$ cat src/rtl/param_pipeline_alu.sv
// Three-stage ID/EX/WB integer pipeline with full EX/WB forwarding, a
// multi-cycle MUL that holds issue, and observable retire/debug state.
module param_pipeline_alu #(
  parameter int DW      = 8,
  parameter int NREG    = 4,
  parameter int MUL_LAT = 2,
  parameter int CNT_W   = 16,
  localparam int RW     = $clog2(NREG),
  localparam int IW     = 3 + 3 * RW
) (
  input  logic             clk,
  input  logic             rst,
  input  logic             inst_valid,
  output logic             inst_ready,
  input  logic [IW-1:0]    inst,
  input  logic [RW-1:0]    dbg_rd_addr,
  output logic [DW-1:0]    dbg_rd_data,
  output logic             wb_valid,
  output logic [RW-1:0]    wb_rd,
  output logic [DW-1:0]    wb_data,
  output logic [CNT_W-1:0] retire_cnt
);

  localparam int CW = (MUL_LAT > 1) ? $clog2(MUL_LAT) : 1;

  typedef enum logic [2:0] {
    OP_NOP = 3'd0,
    OP_ADD = 3'd1,
    OP_SUB = 3'd2,
    OP_AND = 3'd3,
    OP_OR  = 3'd4,
    OP_XOR = 3'd5,
    OP_MUL = 3'd6,
    OP_LI  = 3'd7
  } op_e;

  logic [DW-1:0]    rf_q [NREG];
  logic [DW-1:0]    rf_d [NREG];
  logic             ex_valid_q, ex_valid_d;
  op_e              ex_op_q, ex_op_d;
  logic [RW-1:0]    ex_rd_q, ex_rd_d;
  logic [DW-1:0]    ex_a_q, ex_a_d;
  logic [DW-1:0]    ex_b_q, ex_b_d;
  logic [CW-1:0]    mul_cnt_q, mul_cnt_d;
  logic             wb_valid_q, wb_valid_d;
  logic [RW-1:0]    wb_rd_q, wb_rd_d;
  logic [DW-1:0]    wb_data_q, wb_data_d;
  logic [CNT_W-1:0] retire_q, retire_d;

  op_e           id_op;
  logic [RW-1:0] id_rs1, id_rs2, id_rd;
  logic [DW-1:0] id_a, id_b, id_imm;
  logic [DW-1:0] ex_result;
  logic          ex_busy;
  logic          accept;

  assign id_op  = op_e'(inst[IW-1 -: 3]);
  assign id_rs1 = inst[3*RW-1 -: RW];
  assign id_rs2 = inst[2*RW-1 -: RW];
  assign id_rd  = inst[RW-1:0];
  assign id_imm = DW'({id_rs1, id_rs2});

  assign ex_busy    = ex_valid_q && (ex_op_q == OP_MUL) && (mul_cnt_q != '0);
  assign inst_ready = !ex_busy;
  assign accept     = inst_valid && inst_ready && !rst;

  always_comb begin
    ex_result = '0;
    case (ex_op_q)
      OP_ADD:  ex_result = ex_a_q + ex_b_q;
      OP_SUB:  ex_result = ex_a_q - ex_b_q;
      OP_AND:  ex_result = ex_a_q & ex_b_q;
      OP_OR:   ex_result = ex_a_q | ex_b_q;
      OP_XOR:  ex_result = ex_a_q ^ ex_b_q;
      OP_MUL:  ex_result = ex_a_q * ex_b_q;
      OP_LI:   ex_result = ex_a_q;
      default: ex_result = '0;
    endcase
  end

  // EX is checked after WB so the younger producer wins on a shared rd.
  always_comb begin
    id_a = rf_q[id_rs1];
    id_b = rf_q[id_rs2];
    if (wb_valid_q && wb_rd_q == id_rs1) id_a = wb_data_q;
    if (wb_valid_q && wb_rd_q == id_rs2) id_b = wb_data_q;
    if (ex_valid_q && ex_rd_q == id_rs1) id_a = ex_result;
    if (ex_valid_q && ex_rd_q == id_rs2) id_b = ex_result;
  end

  always_comb begin
    ex_valid_d = ex_valid_q;
    ex_op_d    = ex_op_q;
    ex_rd_d    = ex_rd_q;
    ex_a_d     = ex_a_q;
    ex_b_d     = ex_b_q;
    mul_cnt_d  = mul_cnt_q;
    wb_valid_d = 1'b0;
    wb_rd_d    = wb_rd_q;
    wb_data_d  = wb_data_q;
    retire_d   = retire_q;
    rf_d       = rf_q;

    if (ex_busy) begin
      mul_cnt_d = mul_cnt_q - CW'(1);
    end else begin
      // NOPs enter EX as bubbles so they can never forward or write.
      ex_valid_d = accept && (id_op != OP_NOP);
      mul_cnt_d  = '0;
      if (accept) begin
        ex_op_d = id_op;
        ex_rd_d = id_rd;
        ex_a_d  = (id_op == OP_LI) ? id_imm : id_a;
        ex_b_d  = id_b;
        if (id_op == OP_MUL) mul_cnt_d = CW'(MUL_LAT - 1);
      end
      if (ex_valid_q) begin
        wb_valid_d = 1'b1;
        wb_rd_d    = ex_rd_q;
        wb_data_d  = ex_result;
      end
    end

    if (wb_valid_q) begin
      rf_d[wb_rd_q] = wb_data_q;
      retire_d      = retire_q + CNT_W'(1);
    end
  end

  always_ff @(posedge clk) begin
    if (rst) begin
      ex_valid_q <= 1'b0;
      mul_cnt_q  <= '0;
      wb_valid_q <= 1'b0;
      wb_rd_q    <= '0;
      wb_data_q  <= '0;
      retire_q   <= '0;
    end else begin
      ex_valid_q <= ex_valid_d;
      mul_cnt_q  <= mul_cnt_d;
      wb_valid_q <= wb_valid_d;
      wb_rd_q    <= wb_rd_d;
      wb_data_q  <= wb_data_d;
      retire_q   <= retire_d;
    end
  end

  // EX datapath is qualified by ex_valid_q and needs no reset.
  always_ff @(posedge clk) begin
    ex_op_q <= ex_op_d;
    ex_rd_q <= ex_rd_d;
    ex_a_q  <= ex_a_d;
    ex_b_q  <= ex_b_d;
  end

  for (genvar gi = 0; gi < NREG; gi++) begin : g_rf
    always_ff @(posedge clk) begin
      if (rst) rf_q[gi] <= '0;
      else     rf_q[gi] <= rf_d[gi];
    end
  end

  assign dbg_rd_data = rf_q[dbg_rd_addr];
  assign wb_valid    = wb_valid_q;
  assign wb_rd       = wb_rd_q;
  assign wb_data     = wb_data_q;
  assign retire_cnt  = retire_q;

endmodule

$ cat config.mk
export PLATFORM = sky130hd
export DESIGN_NAME = param_pipeline_alu
export DESIGN_NICKNAME = d
export VERILOG_FILES = /design/src/rtl/param_pipeline_alu.sv
export SDC_FILE = /design/constraint.sdc
export NUM_CORES = 1
export LEC_CHECK = 0
export ABC_CLOCK_PERIOD_IN_PS = 4700
export CAP_MARGIN = 20
export CORE_MARGIN = 5
export CORE_UTILIZATION = 40
export CTS_BUF_LIST = sky130_fd_sc_hd__clkbuf_4
export DETAILED_ROUTE_END_ITERATION = 8
export SKIP_LAST_GASP = 1
export SYNTH_ARGS = -nofsm -noshare
export SYNTH_HDL_FRONTEND = slang
export SYNTH_SLANG_ARGS = --single-unit
$ cat constraint.sdc
create_clock -name clk -period 4.7 [get_ports clk]
set_input_delay 0.47 -clock clk [delete_from_list [all_inputs] [get_ports clk]]
set_output_delay 0.47 -clock clk [all_outputs]
set_load 0.005 [all_outputs]
* Word-level counts from Yosys, hierarchy flattened *
Cells that the tools add are included.

operators by class
  bitwise operators = 8
  $lt $le $gt $ge = 5
  equal/unequal tests = 13
  multiply operators = 1
  muxes and demuxes = 22
  reductions and logical operators = 16
  $add $sub $neg = 4

operators by type and width
  cell                     number
  $mux W8                  11
  $pmux W8 S7              1
  $bmux W8 S2              3
  $bwmux W32               1
  $eq A3 B3 Y1 const B     6
  $add A16 B1 Y16 const B  1
  $demux W8 S2             1
  $ge A3 B3 Y1 const B     4
  $not A2 Y3               4
  $logic_and A1 B1 Y1      10
  $add A8 B8 Y8            1
  $and A8 B8 Y8            1
  $eq A2 B2 Y1             4
  $mul A8 B8 Y8            1
  $or A8 B8 Y8             1
  $sub A8 B8 Y8            1
  $xor A8 B8 Y8            1
  $eq A3 B2 Y1 const B     2
  $mux W1                  4
  $mux W4                  1
  $reduce_and A2 Y1        2
  $eq A3 B1 Y1 const B     1
  $lt A3 B1 Y1 const B     1
  $reduce_bool A3 Y1       1
  4 further kinds          5

word-level totals
  flip-flop bits (word level) = 82
  logic and storage cells = 84
  output and inout port bits = 36
  input bits = 14

* Longest topological paths before layout *
  depth after elaboration = 8
  gate-level depth with buffers = 17
  mapped depth without buffers = 17

* Worst setup path after synthesis *
No wires, ideal clock.

  path kind = register to register
  from = reg ex_a_q[0]
  to = reg ex_a_q[7] (data pin)
  buffers on the path = 0
  clock period less this slack = 4.035 ns
  library setup time = 0.269 ns
  data arrival time = 3.766 ns
  cell stages (with the launch flop) = 16
  required time = 4.431 ns
  setup slack = 0.665 ns
  cell sequence = edfxtp_1 inv_1 nor2_1 fa_1 fa_1 ha_1 inv_1 fa_1 inv_1 ha_1 a21o_1 a21oi_1 xnor2_1 xnor2_1 a211oi_2 a211oi_2

between the ends
  longest elaborated chain between the ends = 3
  elaborated cells on any way between the ends = 5
  classes of those cells = add/sub (2); mul (1); mux (2)

RTL lines
  element                                      RTL line  text
  from (decl)                                  42        logic [DW-1:0] ex_a_q, ex_a_d;
  from (signal assigned)                       152       ex_a_q <= ex_a_d;
  $mul A8 B8 Y8, or another cell as far along  75        OP_MUL: ex_result = ex_a_q * ex_b_q;
  $pmux W8 S7 (*)                              69        case (ex_op_q)
  $mux W8 (*)                                  87        if (ex_valid_q && ex_rd_q == id_rs1) id_a = ex_result;

Every way passes the cells marked *; elsewhere a longest branch is shown, timed or not.
A chain may end at the register's enable or synchronous reset.

* Final worst setup path *
  from = reg ex_a_q[1]
  to = reg ex_a_q[7] (data pin)

Same word-level chain as after synthesis.

==> flow_summary.yaml <==
floorplan:
  fp.dieW_um: 132.3
  die_h_um: 132.3
  start_util_pct: 41.00
  top_level_ports: 50
  die_area_mm2: 0.01750
  fp-row-count: 44
  core-area_mm2: 0.01459
worst_hold_path:
  hp-start: "retire_cnt[11]"
  min_path_cells: 2
  min_path_type: "reg2reg"
  min_to: "retire_cnt[11]"
yosys:
  ys_types: 59
  syn_area_mm2: 0.005982
  yosysTopAreaCell: "dfxtp_1"
  synth.area.top_cells: "dfxtp_1 (20%), edfxtp_1 (11%), mux4_2 (10%)"
  async_flop_share_pct: 0
  synth_seq_cells: 82
  dominantRegCellSynth: "dfxtp_1"
  synth.net_count: 685
  netlist_instances: 617
  yosysTopAreaCellShare_pct: 20.41
  synth-edff-count: 21
  postSynthAreaPerCell_um2: 9.695
  yosysWarnings: 0
  yosysSeqAreaShare_pct: 30.96
global_routing:
  grt_usage_pct: 16.74
  grt_max_degree: 62
  grt_pass1_wl_um: 24020
  grt_pass1_vias: 4609
  antenna_found_initial: 0
  grt_overflow: 0
status:
  status: "finished clean"
sta:
  finalSetupViolations: 0
  rsz0062_at_grt: "false"
  min_period_ns: 4.379
  tightest_slew_ns: 1.078
  finalSetupTns_ns: 0
  hold_violations: 0
  finalCritPeriodShare_pct: 93.17
  relSlewSlack_pct: 28.16
  fmax_mhz: 228.4
  fin_skew_ns: 0.02083
  drv_slew: 0
routing:
  viasPerCell: 5.451
  vias: 4584
  drtIter0Drc: 257
  finalWirelength_um: 14640
  dr.pass1.iters: 5
  route.detailed.drc: 0
  wl_per_cell_um: 17.41
  drtAntennaViolNets: 0
cells_and_area:
  num-nets-final: 720
  drive_gt1_share_pct: 11.57
  post-route-util_pct: 45.98
  final_common_cell: "nor2_1"
  synthToLayoutAreaGrowth_pct: 12.13
  num_antenna_cells: 0
  mostFrequentLayoutCells: "nor2_1 (90), dfxtp_1 (61), inv_1 (53), mux2i_1 (49), clkdlybuf4s50_1 (48)"
clock_tree:
  cts_setup_buffers: 0
  clock_sinks: 82
  clock_tree.buffer_depth: 2
  cts_tree: "yes"
  cts_resized: 0
  htree_levels: 3
  clock-root-buffer: "clkbuf_4"
  cts_hold_buf: 0
  clock_latency_ns: 0.44
  cts_made_buffers: 9
  clk_pin_slew_ns: 0.13
power:
  cellPowerDensity_mw_per_mm2: 227.4
  p_leak_uw: 0.002793
  irDropWorstVdd_v: 0.0001211
  total_power_uw: 1526
place:
  gp_congestion: 0.8710
  port_buffers: 49
  place_hpwl_um: 10980
worst_setup_path:
  reg2reg_depth: 15
  start_kind: "flop"
  cp.required_ns: 4.87
  path_max_fanout: 7
  crit_arrival_ns: 4.55
  r2r-end: "ex_a_q[7]"
  rrSetupSlack_ns: 0.32
  slowest_stage: "fa_1"
  cpPeakStageDelay_ns: 0.54
  crit_path_end_kind: "flop"
  crit_chain: "inv_1 > nor2_1 > fa_1 > fa_1 > ha_1 > inv_1 > fa_1 > inv_1 > ha_1 > a21o_1 > a21oi_1 > xnor2_1 > xnor2_1 > a211oi_2 > a211oi_2"
  r2r-start: "ex_a_q[1]"
  path_class: "reg2reg"
flow_run:
  maxCapViolCount: 0
state kept, by name, indices dropped and copies added, names as in the netlist:
register	flops
ex_a_q	8
ex_b_q	8
ex_op_q	3
ex_rd_q	2
ex_valid_q	1
mul_cnt_q	1
retire_cnt	16
rf_q	32
wb_data	8
wb_rd	2
wb_valid	1
kinds of logic (layout without fill, tap and decap cells):
family	after synthesis	count (layout)	synth area share (%)
simple gates	182	182	13.97
flops	82	82	30.96
mux	84	84	19.87
compound gates	83	83	8.806
buf+inv	86	126	6.358
fa+ha+maj	54	54	12.93
xor+xnor	46	46	7.112
synthesized netlist by cell type, types with 5 or more instances:
cell	number
nor2_1	90
dfxtp_1	61
inv_1	53
mux2i_1	49
nand2_1	47
ha_1	41
xnor2_1	34
mux4_2	27
a21oi_1	26
edfxtp_1	21
o21ai_0	18
clkbuf_1	15
fa_1	13
nand3_1	10
xor2_1	9
mux2_2	8
a31oi_1	6
buf_2	5
buf_4	5
nand4_1	5
critical path, delay by kind of cell, from the launching register on:
kind            cells  cell delay (ns)
fa+ha+maj           5             2.07
compound gates      4             0.82
buf+inv             3             0.36
xor+xnor            2             0.29
flops               1             0.47
simple gates        1             0.11
metrics by stage:
step | instance area [µm²] | hold WS, ns | setup WS, ns | instances
2_1_floorplan | 5982 | 0.4868 | 0.6649 | 617
3_3_place_gp | 6568 | 0.4812 | 0.4250 | 825
3_5_place_dp | 6568 | 0.5001 | 0.3103 | 825
4_1_cts | 6708 | 0.5214 | 0.2882 | 841
5_1_grt | 6708 | 0.5494 | 0.07178 | 841
6_report | 6708 | 0.5160 | 0.3209 | 841
power breakdown:
| part | internal, µW | switching [µW] | leakage [µW] |
|---|---|---|---|
| combinational | 149 | 186 | 0.00202 |
| sequential | 740 | 27.2 | 0.000695 |
| clock | 170 | 253 | 0.0000750 |
worst max path at each step:
| stage | from | endpoint | slack, ns |
|---|---|---|---|
| 6_report | ex_a_q[1] | ex_a_q[7] | 0.32 |
| 5_1_grt | ex_a_q[1] | ex_a_q[7] | 0.07 |
| 4_1_cts | ex_a_q[1] | ex_a_q[7] | 0.29 |
| 3_5_place_dp | ex_a_q[1] | ex_a_q[7] | 0.31 |
| 3_3_place_gp | ex_a_q[0] | ex_a_q[7] | 0.43 |
| 2_1_floorplan | ex_a_q[0] | ex_a_q[7] | 0.66 |
layout make-up:
class | count | area [µm²]
Multi-Input combinational cell | 449 | 3750
Tap cell | 184 | 230.2
Fill cell | 1394 | 7881
Clock buffer | 10 | 75.07
Timing Repair Buffer | 54 | 523.0
Sequential cell | 82 | 1852
Clock inverter | 6 | 65.06
Inverter | 56 | 212.7
layer usage:
layer | GRT usage, % | share of wire, %
met5 | 0 | 0
met4 | 4.299 | 0.92
met3 | 3.015 | 4.7
met2 | 27.88 | 49
met1 | 22.57 | 46
Power figures use the tool's default switching activity.
